--- config.mk ---
export PLATFORM = sky130hd
export DESIGN_NAME = control_sequencer
export DESIGN_NICKNAME = d
export VERILOG_FILES = /design/src/rtl/control_sequencer.sv
export SDC_FILE = /design/constraint.sdc
export NUM_CORES = 1
export LEC_CHECK = 0
export CORE_ASPECT_RATIO = 1.25
export CORE_MARGIN = 4
export CORE_UTILIZATION = 45
export CTS_CLUSTER_SIZE = 30
export DETAILED_ROUTE_END_ITERATION = 6
export PLACE_DENSITY = 0.81
export SLEW_MARGIN = 20
export SYNTH_ARGS = -nofsm -noshare
export SYNTH_HDL_FRONTEND = slang
export SYNTH_SLANG_ARGS = --single-unit
--- constraint.sdc ---
create_clock -name Clock -period 3.7 [get_ports Clock]
set_input_delay 0.555 -clock Clock [delete_from_list [all_inputs] [get_ports Clock]]
set_output_delay 0.555 -clock Clock [all_outputs]
set_load 0.1 [all_outputs]
--- src/rtl/control_sequencer.sv ---
// control_sequencer: Moore fetch/decode/execute sequencer for the Mini SRC datapath.
// Optional feature macro: SINGLE_STEP_EN. It adds the Step input and a PAUSE state
// between instructions.
//
// Ports:
//   Clock, Reset_n         rising-edge clock; asynchronous active-low reset
//   Opcode                 decoded IR[31:27]
//   CON_FF                 branch condition result
//   Mem_ready              memory completes the current Read/Write
//   Step                   (SINGLE_STEP_EN only) leave PAUSE
//   *out, *in, Gr*         bus selects, load enables and register-field selects
//   Read, Write            memory strobes
//   ALU_op                 ALU operation; 0 whenever Zin is low
//   Run, Fault             running flag; sticky memory-timeout flag
module control_sequencer #(
  parameter logic [4:0]  ADD_OP      = 5'b00011,
  parameter int unsigned MEM_TIMEOUT = 0
) (
  input  logic       Clock,
  input  logic       Reset_n,
  input  logic [4:0] Opcode,
  input  logic       CON_FF,
  input  logic       Mem_ready,
`ifdef SINGLE_STEP_EN
  input  logic       Step,
`endif
  output logic       PCout,
  output logic       Zlowout,
  output logic       Zhighout,
  output logic       MDRout,
  output logic       HIout,
  output logic       LOout,
  output logic       InPortout,
  output logic       Rout,
  output logic       BAout,
  output logic       Cout,
  output logic       PCin,
  output logic       IncPC,
  output logic       MARin,
  output logic       MDRin,
  output logic       IRin,
  output logic       Yin,
  output logic       Zin,
  output logic       HIin,
  output logic       LOin,
  output logic       CONin,
  output logic       OutPortin,
  output logic       Rin,
  output logic       R15in,
  output logic       Gra,
  output logic       Grb,
  output logic       Grc,
  output logic       Read,
  output logic       Write,
  output logic [4:0] ALU_op,
  output logic       Run,
  output logic       Fault
);

  localparam int CW =
    (MEM_TIMEOUT > 0) ? $clog2(MEM_TIMEOUT + 1) : 1;
  localparam logic [CW-1:0] TMO = CW'(MEM_TIMEOUT);
  localparam bit TMO_EN = (MEM_TIMEOUT > 0);

  // T0..T7 are consecutive so that execute steps advance by +1.
  typedef enum logic [3:0] {
    S_RST,
    S_T0,
    S_T1,
    S_T2,
    S_T3,
    S_T4,
    S_T5,
    S_T6,
    S_T7,
`ifdef SINGLE_STEP_EN
    S_PAUSE,
`endif
    S_HALT
  } state_e;

  typedef enum logic [3:0] {
    C_LD,
    C_LDI,
    C_ST,
    C_RT,
    C_IMM,
    C_MD,
    C_NN,
    C_BR,
    C_JR,
    C_JAL,
    C_IN,
    C_OUT,
    C_MFHI,
    C_MFLO,
    C_HALT,
    C_NOP
  } cls_e;

`ifdef SINGLE_STEP_EN
  localparam state_e END_ST = S_PAUSE;
`else
  localparam state_e END_ST = S_T0;
`endif

  state_e        state_q, state_d;
  logic [CW-1:0] wait_q, wait_d;
  logic          fault_q, fault_d;
  cls_e          cls;
  state_e        last_st;
  logic          mem_step;

  always_ff @(posedge Clock or negedge Reset_n) begin
    if (!Reset_n) begin
      state_q <= S_RST;
      wait_q  <= '0;
      fault_q <= 1'b0;
    end else begin
      state_q <= state_d;
      wait_q  <= wait_d;
      fault_q <= fault_d;
    end
  end

  always_comb begin
    cls = C_NOP;
    unique case (1'b1)
      (Opcode == 5'd0):  cls = C_LD;
      (Opcode == 5'd1):  cls = C_LDI;
      (Opcode == 5'd2):  cls = C_ST;
      (Opcode >= 5'd3 && Opcode <= 5'd11):
        cls = C_RT;
      (Opcode >= 5'd12 && Opcode <= 5'd14):
        cls = C_IMM;
      (Opcode == 5'd15 || Opcode == 5'd16):
        cls = C_MD;
      (Opcode == 5'd17 || Opcode == 5'd18):
        cls = C_NN;
      (Opcode == 5'd19): cls = C_BR;
      (Opcode == 5'd20): cls = C_JR;
      (Opcode == 5'd21): cls = C_JAL;
      (Opcode == 5'd22): cls = C_IN;
      (Opcode == 5'd23): cls = C_OUT;
      (Opcode == 5'd24): cls = C_MFHI;
      (Opcode == 5'd25): cls = C_MFLO;
      (Opcode == 5'd27): cls = C_HALT;
      default:           cls = C_NOP;
    endcase
  end

  always_comb begin
    last_st = S_T3;
    unique case (cls)
      C_LD, C_ST:          last_st = S_T7;
      C_LDI, C_RT, C_IMM:  last_st = S_T5;
      C_MD, C_BR:          last_st = S_T6;
      C_NN, C_JAL:         last_st = S_T4;
      default:             last_st = S_T3;
    endcase
  end

  assign mem_step =
    (state_q == S_T1) ||
    (state_q == S_T6 && cls == C_LD) ||
    (state_q == S_T7 && cls == C_ST);

  always_comb begin
    state_d = state_q;
    wait_d  = '0;
    fault_d = fault_q;
    case (state_q)
      S_RST:  state_d = S_T0;
      S_T0:   state_d = S_T1;
      S_HALT: state_d = S_HALT;
`ifdef SINGLE_STEP_EN
      S_PAUSE: begin
        if (Step) state_d = S_T0;
      end
`endif
      default: begin
        if (mem_step && !Mem_ready) begin
          wait_d = wait_q + 1'b1;
          if (TMO_EN && wait_d == TMO) begin
            state_d = S_HALT;
            fault_d = 1'b1;
          end
        end else if (state_q == S_T3 &&
                     cls == C_HALT) begin
          state_d = S_HALT;
        end else if (state_q == last_st) begin
          state_d = END_ST;
        end else begin
          state_d = state_e'(state_q + 4'd1);
        end
      end
    endcase
  end

  always_comb begin
    PCout     = 1'b0;
    Zlowout   = 1'b0;
    Zhighout  = 1'b0;
    MDRout    = 1'b0;
    HIout     = 1'b0;
    LOout     = 1'b0;
    InPortout = 1'b0;
    Rout      = 1'b0;
    BAout     = 1'b0;
    Cout      = 1'b0;
    PCin      = 1'b0;
    IncPC     = 1'b0;
    MARin     = 1'b0;
    MDRin     = 1'b0;
    IRin      = 1'b0;
    Yin       = 1'b0;
    Zin       = 1'b0;
    HIin      = 1'b0;
    LOin      = 1'b0;
    CONin     = 1'b0;
    OutPortin = 1'b0;
    Rin       = 1'b0;
    R15in     = 1'b0;
    Gra       = 1'b0;
    Grb       = 1'b0;
    Grc       = 1'b0;
    Read      = 1'b0;
    Write     = 1'b0;
    ALU_op    = 5'd0;
    case (state_q)
      S_T0: begin
        PCout  = 1'b1;
        MARin  = 1'b1;
        IncPC  = 1'b1;
        Zin    = 1'b1;
        ALU_op = ADD_OP;
      end
      S_T1: begin
        Zlowout = 1'b1;
        Read    = 1'b1;
        MDRin   = 1'b1;
        // PC only updates on the cycle the fetch completes.
        PCin    = Mem_ready;
      end
      S_T2: begin
        MDRout = 1'b1;
        IRin   = 1'b1;
      end
      S_T3: begin
        unique case (cls)
          C_LD, C_LDI, C_ST: begin
            Grb = 1'b1; BAout = 1'b1; Yin = 1'b1;
          end
          C_RT, C_IMM: begin
            Grb = 1'b1; Rout = 1'b1; Yin = 1'b1;
          end
          C_MD: begin
            Gra = 1'b1; Rout = 1'b1; Yin = 1'b1;
          end
          C_NN: begin
            Grb = 1'b1; Rout = 1'b1;
            Zin = 1'b1; ALU_op = Opcode;
          end
          C_BR: begin
            Gra = 1'b1; Rout = 1'b1; CONin = 1'b1;
          end
          C_JR: begin
            Gra = 1'b1; Rout = 1'b1; PCin = 1'b1;
          end
          C_JAL: begin
            PCout = 1'b1; R15in = 1'b1;
          end
          C_IN: begin
            InPortout = 1'b1; Gra = 1'b1; Rin = 1'b1;
          end
          C_OUT: begin
            Gra = 1'b1; Rout = 1'b1; OutPortin = 1'b1;
          end
          C_MFHI: begin
            HIout = 1'b1; Gra = 1'b1; Rin = 1'b1;
          end
          C_MFLO: begin
            LOout = 1'b1; Gra = 1'b1; Rin = 1'b1;
          end
          default: ;
        endcase
      end
      S_T4: begin
        unique case (cls)
          C_LD, C_LDI, C_ST: begin
            Cout = 1'b1; Zin = 1'b1; ALU_op = ADD_OP;
          end
          C_RT: begin
            Grc = 1'b1; Rout = 1'b1;
            Zin = 1'b1; ALU_op = Opcode;
          end
          C_IMM: begin
            Cout = 1'b1; Zin = 1'b1; ALU_op = Opcode;
          end
          C_MD: begin
            Grb = 1'b1; Rout = 1'b1;
            Zin = 1'b1; ALU_op = Opcode;
          end
          C_NN: begin
            Zlowout = 1'b1; Gra = 1'b1; Rin = 1'b1;
          end
          C_BR: begin
            PCout = 1'b1; Yin = 1'b1;
          end
          C_JAL: begin
            Gra = 1'b1; Rout = 1'b1; PCin = 1'b1;
          end
          default: ;
        endcase
      end
      S_T5: begin
        unique case (cls)
          C_LD, C_ST: begin
            Zlowout = 1'b1; MARin = 1'b1;
          end
          C_LDI, C_RT, C_IMM: begin
            Zlowout = 1'b1; Gra = 1'b1; Rin = 1'b1;
          end
          C_MD: begin
            Zlowout = 1'b1; LOin = 1'b1;
          end
          C_BR: begin
            Cout = 1'b1; Zin = 1'b1; ALU_op = ADD_OP;
          end
          default: ;
        endcase
      end
      S_T6: begin
        unique case (cls)
          C_LD: begin
            Read = 1'b1; MDRin = 1'b1;
          end
          C_ST: begin
            Gra = 1'b1; Rout = 1'b1; MDRin = 1'b1;
          end
          C_MD: begin
            Zhighout = 1'b1; HIin = 1'b1;
          end
          C_BR: begin
            Zlowout = 1'b1; PCin = CON_FF;
          end
          default: ;
        endcase
      end
      S_T7: begin
        unique case (cls)
          C_LD: begin
            MDRout = 1'b1; Gra = 1'b1; Rin = 1'b1;
          end
          C_ST: Write = 1'b1;
          default: ;
        endcase
      end
      default: ;
    endcase
  end

  assign Run   = (state_q != S_RST) && (state_q != S_HALT);
  assign Fault = fault_q;

endmodule

## After elaboration in Yosys (flattened, before gate mapping)

Memories as Yosys holds them, arrays and structs flattened.
Cells that the tools add are included.
W data, S select, Z words.

- Bits in read-only memories: 64
- Word-level logic and storage cells: 135
- Register bits: 4
- Memories: 1
- Output and inout port bits: 35
- Input bits: 9

Memories:

| name | words | bits a word | read ports | clocked after memory_dff | write ports | line | RTL |
|---|---|---|---|---|---|---|---|
| (no name shown) | 16 | 4 | 1 | 0 | 0 | 154 | `unique case (cls)` |

- $add $sub $neg: 1
- Reduce and logical (&&, ||, !) cells: 28
- Eq/ne operators: 40
- $lt $le $gt $ge: 4
- Muxes and demuxes: 60

Operator list:

| kind | number |
|---|---|
| $pmux W4 S15 | 1 |
| $eq A5 B5 Y1 const B | 11 |
| $mux W1 | 37 |
| $eq A4 B4 Y1 const B | 9 |
| $eq A4 B3 Y1 const B | 8 |
| $pmux W5 S4 | 1 |
| $eq A4 B2 Y1 const B | 4 |
| $pmux W1 S4 | 4 |
| $reduce_or A3 Y1 | 5 |
| $pmux W1 S2 | 7 |
| $reduce_or A7 Y1 | 2 |
| $mux W4 | 3 |
| $pmux W4 S3 | 1 |
| $reduce_or A6 Y1 | 2 |
| $le A5 B4 Y1 const B | 2 |
| $pmux W5 S2 | 1 |
| $eq A4 B1 Y1 const B | 2 |
| $logic_not A4 Y1 | 2 |
| $logic_and A1 B1 Y1 | 7 |
| $pmux W1 S3 | 2 |
| $eq A5 B1 Y1 const B | 1 |
| $eq A5 B2 Y1 const B | 1 |
| $eq A5 B4 Y1 const B | 1 |
| $ge A5 B2 Y1 const B | 1 |
| other kinds (14) | 18 |

## Logic depth before layout (Yosys ltp)

- Word-level depth: 10
- Gate-level depth with buffers: 9
- Gate-level depth less buffers: 8

## Least setup slack after synthesis

Ideal clock, no wire load.

- Path kind: input port to output port
- Start point: in Opcode[0]
- End point: out Grc
- Stages on the path: 5
- Setup slack: -2629 ps
- Required time: 3145 ps
- Path buffers: 1
- Arrival time: 5774 ps
- Cell sequence: buf_2 -> nand2_1 -> nand2b_1 -> nor2_1 -> a2111oi_0

- Word-level cells in the longest chain between the ends: 6
- Elaborated cells on any way between the ends: 27
- Classes of those cells: order compare: 4; eq/ne: 15; mux: 3; reduce/logical: 5

Ends and longest elaborated chain:

| item | line | RTL |
|---|---|---|
| start, declared | 21 | `input logic [4:0] Opcode,` |
| $ge A5 B4 Y1, or another cell as far along | 134 | `(Opcode >= 5'd12 && Opcode <= 5'd14):` |
| $logic_and A1 B1 Y1, or another cell as far along | 134 |  |
| $pmux W4 S15 (*) | 128 | `unique case (1'b1)` |
| $eq A4 B2 Y1 (*) | 289 | `unique case (cls)` |
| $mux W1 (*) | 289 |  |
| $mux W1 (*) | 230 | `case (state_q)` |
| end, declared | 52 | `output logic Grc,` |

Every way passes the cells marked *; elsewhere a longest branch is shown, timed or not.

## Worst setup path after layout

- Start point: in Opcode[2]
- End point: out Rin

- Word-level cells in the longest chain between the ends: 7
- Elaborated cells on any way between the ends: 39
- Classes of those cells: order compare: 4; eq/ne: 21; mux: 6; reduce/logical: 8

Ends and longest elaborated chain:

| item | line | RTL |
|---|---|---|
| $ge A5 B4 Y1, or another cell as far along | 134 |  |
| $logic_and A1 B1 Y1, or another cell as far along | 134 |  |
| $pmux W4 S15 (*) | 128 |  |
| $eq A4 B1 Y1, or another cell as far along | 317 | `unique case (cls)` |
| $reduce_or A3 Y1 | -- |  |
| $mux W1, on equally long branches | 317, 250 |  |
| $pmux W1 S4 (*) | 230 |  |
| end, declared | 48 | `output logic Rin,` |

Marks and branches as above.

==> flow_summary_export.csv <==
group,metric,value,unit
clocking,clock_sinks,4,
critical_path,cp.arrival,2720,ps
cells_and_area,finalNetCount,236,
global_routing,grtUsageMet3,4.76,%
global_routing,grt_use_met2,51.2,%
drt,wl_per_cell,18.6,um
clocking,cts_resized,0,
power_and_ir_drop,seqPwrFrac,9.0,%
global_routing,grt_antenna_before_repair,0,
drt,drt_pass1_iterations,4,
critical_path,r2r_slack,1310,ps
clocking,clk_pin_slew_worst_paths,40,ps
power_and_ir_drop,combPwrFrac,87.1,%
power_and_ir_drop,p_sw,0.882,mW
critical_path,worstSetupStartpoint,"Opcode[2]",
floorplanning,initial_utilization,47.9,%
floorplanning,die_x,54.2,um
critical_path,crit_fanout,7,
cells_and_area,reg_top3,"state_q: 4 flops",
cells_and_area,largest_reg_flops,4,
power_and_ir_drop,power,1.37,mW
global_routing,grt_pass1_vias,1617,
sta,slew_headroom,65.2,%
outcome,outcome,"complete, no violations",
cells_and_area,fillers,180,
sta,final_hold_viol_count,0,
clocking,cts_buffer_depth,2,
drt,wl,4.71,mm
sta,tightest_slew,522,ps
clocking,root_buffer,"clkbuf_4",
floorplanning,die_h,65.7,um
clocking,ctsHoldBuffers,0,
sta,fmax,305,MHz
cells_and_area,regArea,100,um2
clocking,cts_tree,"done",
clocking,clk_latency,240,ps
cells_and_area,antennaDiodeCount,0,
synthesis,synth-async-reset-ratio,100,%
global_routing,grt_overflow_total,0,
power_and_ir_drop,p_leak,0.798,nW
place,globalplace.congestion,0.996,
synthesis,ys_warn_count,0,
global_routing,grt_max_degree,21,
floorplanning,dieArea,3560,um2
synthesis,synth_cell_types,56,
global_routing,busiest_layer,"met2",
sta,maxSlewViolCount,0,
critical_path,required,3140,ps
cells_and_area,drive_gt1_share,25.3,%
drt,dr_total_vias,1607,
sta,rsz0062_at_grt,"no",
critical_path,crit_type,"primary input to primary output",
clocking,cts_setup_buffers,0,
min_path,min_path_type,"primary input to asynchronous set/reset pin",
cells_and_area,syn_to_final_growth,63.9,%
global_routing,grt_pass1_wl,7.89,mm
global_routing,grt_usage,29.3,%
sta,period_minus_slack,3280,ps
place,place_hpwl,3.78,mm
synthesis,synth_edf_count,0,
synthesis,synth_ff_type,"dfrtp_1",
critical_path,slowest_stage,"clkdlybuf4s50_1",
sta,setup-violations-final,0,
sta,fin_skew,0.211,ps
clocking,numCtsBuffers,3,
drt,antenna_left,0,
clocking,htree_levels,1,
critical_path,slowest_delay,620,ps
sta,setup-tns-final,0,ps
power_and_ir_drop,vdd_ir_drop_max,591,uV
drt,post-route-drc-count,0,
synthesis,netlist_area,1200,um2
power_and_ir_drop,power.density,696,nW/um2
power_and_ir_drop,swShare,64.5,%
cells_and_area,top_register,"state_q",
power_and_ir_drop,clkPwrFrac,3.9,%
drt,vias_per_cell,6.33,
sta,period_share,88.6,%
floorplanning,core-area,2500,um2
critical_path,startpoint_type,"primary input",
critical_path,reg2regPathDepth,8,
critical_path,r2r-start,"state_q[0]",
power_and_ir_drop,internal-power,0.485,mW
place,portBuffers,42,
floorplanning,ios,44,
synthesis,yosysSeqAreaShare,8.35,%
critical_path,crit_path_end_kind,"primary output",
cells_and_area,multi_input_area,1010,um2
synthesis,ys_seq_elements,4,
drt,drtIter0Drc,68,
global_routing,grt_util_met1,33.0,%
critical_path,path_cells,"clkdlybuf4s50_1 > and2b_1 > a21oi_1 > o221ai_2 > or2_2 > a21boi_0 > o21ai_1 > buf_12",
synthesis,syn_avg_cell_area,6.44,um2
job,max-cap-violations,0,
synthesis,synthCells,186,
floorplanning,num_rows,20,
critical_path,rr_endpoint,"state_q[2]",
synthesis,synth_nets,199,
layout make-up:
cell class | instances | share of cell area (%)
multi-input combinational | 158 | 51.5
tap | 33 | 2.10
inverter | 7 | 1.34
clock buffer | 3 | 1.15
sequential | 4 | 5.10
timing repair buffer | 49 | 38.9
per-layer routing:
layer | up-vias | routed length, um
met3 | 20 | 371
li1 | 740 | -
met2 | 96 | 2500
met4 | 0 | 167
met1 | 751 | 1670
met5 | - | 0
cells in the final DEF, fill, tap and decap left out, types with 2 or more instances in the layout:
cell	netlist	final
nor3_2	1	2
nand3b_1	2	2
clkdlybuf4s50_1	0	8
xnor2_1	2	2
buf_12	0	30
nor2_1	16	16
a21oi_1	9	9
dfrtp_1	4	4
or3_1	3	3
nor2b_1	5	5
o21ai_1	0	5
buf_4	2	11
a21o_1	3	3
o22ai_1	5	5
inv_1	7	7
clkbuf_4	0	3
nand2_1	21	21
ha_1	4	4
and2_1	6	6
a31oi_1	3	3
o22a_1	2	2
nand2b_1	10	10
nor3_1	7	6
nor4_2	1	2
o211ai_1	2	2
nand3_1	10	10
o21ai_0	14	9
a32oi_1	2	2
worst max-delay path by stage:
stage	end	depth (start not counted)
floorplan	Grc	5
global placement	Gra	8
detailed placement	Rin	8
CTS	Rin	8
global route	ALU_op[4]	8
finish	Rin	8
cell families (layout without fill, tap and decap cells):
logic type,Yosys count,after routing,synth area share (%)
AOI/OAI and AO/OA,54,54,31.5
xor gates and xnor gates,3,3,2.19
adders and majority gates,4,4,4.18
buffers and inverters,24,59,9.39
DFF,4,4,8.35
muxes,1,1,0.835
other,1,1,0.313
and+or+nand+nor,95,95,43.2
worst max-delay path, delay by kind of cell:
family,cells,cell delay [ps]
AO/OA/AOI/OAI,4,730
buffers and inverters,2,830
AND/OR/NAND/NOR,2,610
stage by stage:
stage          setup slack, ps  hold WS (ps)  utilization [%]  cells  area (um2)
2_1_floorplan              106           259                -    186        1220
6_report                   424           545             78.5    254        1960
3_3_place_gp               515           621             77.6    251        1940
5_1_grt                    250           528             78.5    254        1960
4_1_cts                    443           534             78.5    254        1960
3_5_place_dp               449           647             77.6    251        1940
Yosys cell counts, drive strengths merged, types with 2 or more instances:
master | count | area (um2)
nand2 | 21 | 78.8
nor4 | 2 | 18.8
a21oi | 9 | 45.0
nor3 | 8 | 45.0
nor2 | 16 | 60.1
or2 | 2 | 12.5
nand3b | 2 | 15.0
o211ai | 2 | 15.0
or3 | 3 | 18.8
xnor2 | 2 | 17.5
and2 | 6 | 37.5
o22a | 2 | 17.5
dfrtp | 4 | 100
o22ai | 5 | 31.3
nand3 | 10 | 50.1
ha | 4 | 50.1
a32oi | 2 | 17.5
nand4 | 2 | 18.8
o41ai | 2 | 17.5
o221ai | 2 | 23.8
nand2b | 11 | 71.3
a31oi | 3 | 18.8
o21ai | 14 | 70.1
nor2b | 5 | 31.3
clkbuf | 8 | 30.0
inv | 7 | 26.3
buf | 9 | 56.3
a21o | 3 | 22.5
power groups by stage:
| stage | registers, mW | logic (mW) | clock network [mW] |
|---|---|---|---|
| 6_report | 0.123 | 1.19 | 0.0540 |
| 4_1_cts | 0.120 | 1.19 | 0.0567 |
| 2_1_floorplan | 0.0858 | 0.852 | 0 |
| 3_3_place_gp | 0.114 | 1.16 | 0 |
| 5_1_grt | 0.126 | 1.25 | 0.0622 |
| 3_5_place_dp | 0.120 | 1.19 | 0 |
Power figures use the tool's default switching activity.
